$ cat src/rtl/mscell_ctrl.sv
// mscell_ctrl: sequencer and bit collector for one metastable-state entropy cell.
//   Drives the cell's sampling-enable selects from the mode captured at word
//   start, waits SETTLE_CYCLES clocks, samples the synchronized cell output,
//   optionally von-Neumann debiases, and packs WIDTH bits into a word offered
//   on a valid/ready handshake.
// Ports:
//   i_clk, i_rst_n         clock, async active-low reset
//   i_en                   run (1) / stop-abort (0)
//   i_mode, i_vn_en        sampling config and debias enable, captured at word start
//   i_ms_y                 raw cell output (asynchronous)
//   o_en_samp_in0/in1/out  registered enable selects to the cell
//   o_data_out/o_data_valid/i_data_ready  word handshake
//   o_busy                 not IDLE
//   o_vn_discards          saturating count of discarded equal pairs this word
module mscell_ctrl #(
  parameter int WIDTH         = 8,
  parameter int SETTLE_CYCLES = 4,
  parameter int CNT_W         = 4
) (
  input  logic             i_clk,
  input  logic             i_rst_n,
  input  logic             i_en,
  input  logic [1:0]       i_mode,
  input  logic             i_vn_en,
  input  logic             i_ms_y,
  output logic             o_en_samp_in0,
  output logic             o_en_samp_in1,
  output logic             o_en_samp_out,
  output logic [WIDTH-1:0] o_data_out,
  output logic             o_data_valid,
  input  logic             i_data_ready,
  output logic             o_busy,
  output logic [7:0]       o_vn_discards
);

  localparam int BCW = $clog2(WIDTH + 1);

  typedef enum logic [1:0] {S_IDLE, S_SETTLE, S_SAMPLE, S_FULL} state_t;

  state_t           r_state, w_state_nxt;
  logic             r_ys1, r_ys2;
  logic [1:0]       r_mode;
  logic             r_vn;
  logic [CNT_W-1:0] r_cnt;
  logic [BCW-1:0]   r_bits;
  logic [WIDTH-1:0] r_shift, r_data;
  logic             r_valid;
  logic             r_p0, r_ph;
  logic [7:0]       r_disc;
  logic [2:0]       r_ens;

  logic             w_start;     // word start: capture mode/vn_en, clear counters
  logic             w_shift_en;  // a kept bit enters the shift register this cycle
  logic             w_bit;
  logic [1:0]       w_mode_nxt;
  logic [2:0]       w_ens_nxt;

  always_comb begin
    w_state_nxt = r_state;
    w_start     = 1'b0;
    w_shift_en  = 1'b0;
    w_bit       = r_ys2;
    case (r_state)
      S_IDLE:
        if (i_en) begin
          w_start     = 1'b1;
          w_state_nxt = S_SETTLE;
        end
      S_SETTLE:
        if (!i_en)                                  w_state_nxt = S_IDLE;
        else if (r_cnt == CNT_W'(SETTLE_CYCLES-1))  w_state_nxt = S_SAMPLE;
      S_SAMPLE:
        if (!i_en) w_state_nxt = S_IDLE;
        else begin
          if (!r_vn) w_shift_en = 1'b1;
          else if (r_ph && (r_p0 != r_ys2)) begin
            // 01 -> 0, 10 -> 1: the kept bit is the first of the pair
            w_shift_en = 1'b1;
            w_bit      = r_p0;
          end
          w_state_nxt = (w_shift_en && r_bits == BCW'(WIDTH-1)) ? S_FULL : S_SETTLE;
        end
      S_FULL:
        if (r_valid && i_data_ready) begin
          if (i_en) begin
            w_start     = 1'b1;
            w_state_nxt = S_SETTLE;
          end else begin
            w_state_nxt = S_IDLE;
          end
        end
      default: w_state_nxt = S_IDLE;
    endcase
  end

  // Enables follow the mode that will be in effect after this edge, so they
  // switch together with the state that uses them.
  assign w_mode_nxt = w_start ? i_mode : r_mode;

  always_comb begin
    w_ens_nxt = 3'b000;
    if (w_state_nxt != S_IDLE) begin
      case (w_mode_nxt)
        2'b01:   w_ens_nxt = 3'b110;
        2'b10:   w_ens_nxt = 3'b001;
        2'b11:   w_ens_nxt = 3'b111;
        default: w_ens_nxt = 3'b000;
      endcase
    end
  end

  always_ff @(posedge i_clk or negedge i_rst_n) begin
    if (!i_rst_n) begin
      r_state <= S_IDLE;
      r_ys1   <= 1'b0;
      r_ys2   <= 1'b0;
      r_mode  <= 2'b00;
      r_vn    <= 1'b0;
      r_cnt   <= '0;
      r_bits  <= '0;
      r_shift <= '0;
      r_data  <= '0;
      r_valid <= 1'b0;
      r_p0    <= 1'b0;
      r_ph    <= 1'b0;
      r_disc  <= 8'd0;
      r_ens   <= 3'b000;
    end else begin
      r_state <= w_state_nxt;
      r_ys1   <= i_ms_y;
      r_ys2   <= r_ys1;
      r_ens   <= w_ens_nxt;
      r_cnt   <= (r_state == S_SETTLE && w_state_nxt == S_SETTLE) ? r_cnt + CNT_W'(1) : '0;

      if (w_start) begin
        r_mode <= i_mode;
        r_vn   <= i_vn_en;
        r_bits <= '0;
        r_disc <= 8'd0;
        r_ph   <= 1'b0;
      end

      if (r_state == S_SAMPLE && i_en && r_vn) begin
        if (!r_ph) begin
          r_p0 <= r_ys2;
          r_ph <= 1'b1;
        end else begin
          r_ph <= 1'b0;
          if (r_p0 == r_ys2 && r_disc != 8'hFF) r_disc <= r_disc + 8'd1;
        end
      end

      if (w_shift_en) begin
        r_shift <= {r_shift[WIDTH-2:0], w_bit};
        r_bits  <= r_bits + BCW'(1);
      end

      if (w_state_nxt == S_FULL && r_state != S_FULL) begin
        r_data  <= {r_shift[WIDTH-2:0], w_bit};
        r_valid <= 1'b1;
      end else if (r_state == S_FULL && r_valid && i_data_ready) begin
        r_valid <= 1'b0;
      end
    end
  end

  assign {o_en_samp_in0, o_en_samp_in1, o_en_samp_out} = r_ens;
  assign o_data_out    = r_data;
  assign o_data_valid  = r_valid;
  assign o_busy        = (r_state != S_IDLE);
  assign o_vn_discards = r_disc;

endmodule

$ cat config.mk
export PLATFORM = sky130hd
export DESIGN_NAME = mscell_ctrl
export DESIGN_NICKNAME = d
export VERILOG_FILES = /design/src/rtl/mscell_ctrl.sv
export SDC_FILE = /design/constraint.sdc
export NUM_CORES = 1
export LEC_CHECK = 0
export CAP_MARGIN = 0
export CORE_MARGIN = 2
export CORE_UTILIZATION = 53
export DETAILED_ROUTE_END_ITERATION = 7
export PLACE_DENSITY = 0.85
export SYNTH_ARGS = -nofsm -noshare
export SYNTH_HDL_FRONTEND = slang
export SYNTH_SLANG_ARGS = --single-unit
$ cat constraint.sdc
create_clock -name i_clk -period 3.3 [get_ports i_clk]
set_clock_uncertainty 0.2 [all_clocks]
set_input_delay 0.66 -clock i_clk [delete_from_list [all_inputs] [get_ports i_clk]]
set_output_delay 0.66 -clock i_clk [all_outputs]
set_load 0.01 [all_outputs]
==> flow_metrics.tcl <==
set metrics [dict create \
    ys_async_sr_fraction_pct 100.0 \
    die_w_um 65.04 \
    grt.overflow.total 0 \
    rows 22 \
    place_hpwl_um 2418 \
    synth_fp_nets 192 \
    syn_avg_cell_area_um2 11.22 \
    slew_headroom_pct 38.22 \
    clk_path_buf_depth 2 \
    io_pins 29 \
    drt_wl_total_um 3454 \
    max_clock_freq_mhz 371.1 \
    vias 1380 \
    clkLatencyLatePin_ns 0.30 \
    fin_area_um2 2394 \
    io_buffers 28 \
    powerDensity_nw_per_um2 763.3 \
    netlist_top_cells_area "dfrtp_1, mux2_2, ha_1" \
    required_ns 3.28 \
    ys_seq_area_share_pct 54.50 \
    crit_path_max_fanout 9 \
    startpoint "i_en" \
    placedInstanceArea_um2 2308 \
    yosys.area.top_type "dfrtp_1" \
    ctsResizeCount 0 \
    antenna_cells 0 \
    min_from "r_ys1" \
    drive_gt1_share_pct 15.24 \
    final_common_cell "dfrtp_1" \
    crit-reg2reg-launch "r_state[0]" \
    vias_per_cell 5.349 \
    hold_buffers 0 \
    highest-signal-layer "met4" \
    final.min_clock_period_ns 2.694 \
    layout_common_cells "dfrtp_1, clkdlybuf4s50_1, nand2_1" \
    wl_met3_um 192 \
    drt_iter0_markers 51 \
    grt_first_pass_wirelength_um 6030 \
    status "complete, no violations" \
    grt_antenna_before_repair 0 \
    clk_pin_slew_ns 0.08 \
    synth_seq_cells 43 \
    final_net_count 225 \
    cts_setup_buffers 0 \
    drt-met1-wl_um 1581 \
    hold_path_class "flop to flop" \
    setup_viol 0 \
    setup_tns_ns 0 \
    period_share_pct 81.65 \
    cp-start-kind "input pin" \
    hold_violations 0 \
    routed-wl-met2_um 1632 \
    grt.total_usage_pct 18.79 \
    fin_util_pct 65.87 \
    power.leakage_uw 0.001082 \
    core_um2 3633 \
    gp_congestion 0.7962 \
    synthCells 176 \
    numCtsBuffers 5 \
    ant_nets 0 \
    area_growth_pct 21.23 \
    avgRoutedWirePerCell_um 13.39 \
    synth_area_um2 1974 \
    worstPathArrival_ns 2.67 \
    worstSetupEndpointType "flop" \
    irDropWorstVdd_v 0.0004691 \
    chipHeight_um 65.04 \
    start_util_pct 54.34 \
    drv_slew 0 \
    cap_viol_max_count 0 \
    synth_cell_types 38 \
    firstDrtPassIters 6 \
    root_buffer "clkbuf_8" \
    synth_top_area_share_pct 54.50 \
    cts_tree "done" \
    synth_edf_count 0 \
    post-route-drc-count 0 \
    rsz0062_at_grt "false" \
    cts_sinks 43 \
    yosys_warnings 0 \
    die-area_um2 4230 \
    worstMarginPinSlew_ns 0.9266 \
    grt_max_degree 44 \
    cts_htree_levels 2 \
    critPathKind "input pin to flop" \
    synthFlopType "dfrtp_1" \
    grt_pass1_vias 1361 \
]
## path summary, 6_finish.rpt
kind	endpoint	slack [ns]	depth (start not counted)
setup / recovery	o_data_out[4]	0.61	6
min in group asynchronous	r_state[0]	0.30	1
setup reg to reg	o_data_out[4]	0.75	7
max in group asynchronous	r_ys1	2.03	1
hold reg to reg	r_ys2	0.15	0
hold / removal	r_ys2	0.15	0
## report_power, final
part	switching, uW	total (uW)	internal, uW
Sequential	112	797	685
Clock	175	322	148
Combinational	339	708	368
Total	626	1830	1200
## routing by layer
metal | vias up | track usage, %
met5 | - | 0
met4 | 0 | 7.031
met3 | 4 | 6.076
met2 | 31 | 29.38
met1 | 666 | 24.51
li1 | 679 | -
## worst max-delay path, stage by stage
cell and delay, ns:
clkdlybuf4s50_1 0.60, nand3_1 0.13, o22ai_2 0.17, a211oi_2 0.13, nor4_4 0.59, mux2_2 0.40
## final cells by class
cell class | instances | area (um2)
fill | 306 | 1240
clock inverter | 2 | 12.51
tap | 48 | 60.06
timing repair buffer | 31 | 297.8
clock buffer | 6 | 72.57
inverter | 10 | 37.54
sequential | 43 | 1076
multi-input combinational | 118 | 837.1
## synthesized netlist by cell type (2+ instances only)
library cell  instances
a21boi_0              4
a21oi_1               6
a22o_1                2
clkbuf_1              3
dfrtp_1              43
ha_1                  8
inv_1                10
mux2_2               15
mux2i_1               3
nand2_1              16
nand3_1              11
nor2_1               14
nor3b_1               2
o21ai_0              10
o41ai_1               2
or2_2                 2
xnor2_1               3
xor2_1                2
## sequential cells by signal, indices dropped and copies added (netlist names)
| register | flops |
|---|---|
| o_data_out | 8 |
| o_vn_discards | 8 |
| r_shift | 7 |
| r_bits | 4 |
| r_cnt | 4 |
| r_ens | 2 |
| r_mode | 2 |
| r_state | 2 |
| o_data_valid | 1 |
| r_p0 | 1 |
| r_ph | 1 |
| r_vn | 1 |
| r_ys1 | 1 |
| r_ys2 | 1 |
## metrics by stage
step	cells	total power (uW)	setup slack, ns	hold slack [ns]
after global placement	250	1494	0.3466	0.1331
after global routing	258	1959	0.4935	0.1684
after CTS	258	1846	0.6004	0.1567
final	258	1827	0.6056	0.1542
after floorplan	176	1247	0.7980	0.1312
after detailed placement	250	1517	0.2906	0.1412
## cell families (layout without fill, tap and decap cells)
kind of cell | after synthesis | in the layout | synth area share (%)
flip-flops | 43 | 43 | 54.50
buffers and inverters | 15 | 49 | 3.105
XOR/XNOR | 5 | 5 | 2.218
AO/OA/AOI/OAI | 34 | 34 | 11.79
AND/OR/NAND/NOR | 53 | 53 | 13.25
multiplexers | 18 | 18 | 10.08
adder cells (fa/ha/maj) | 8 | 8 | 5.070
Power figures use the tool's default switching activity.
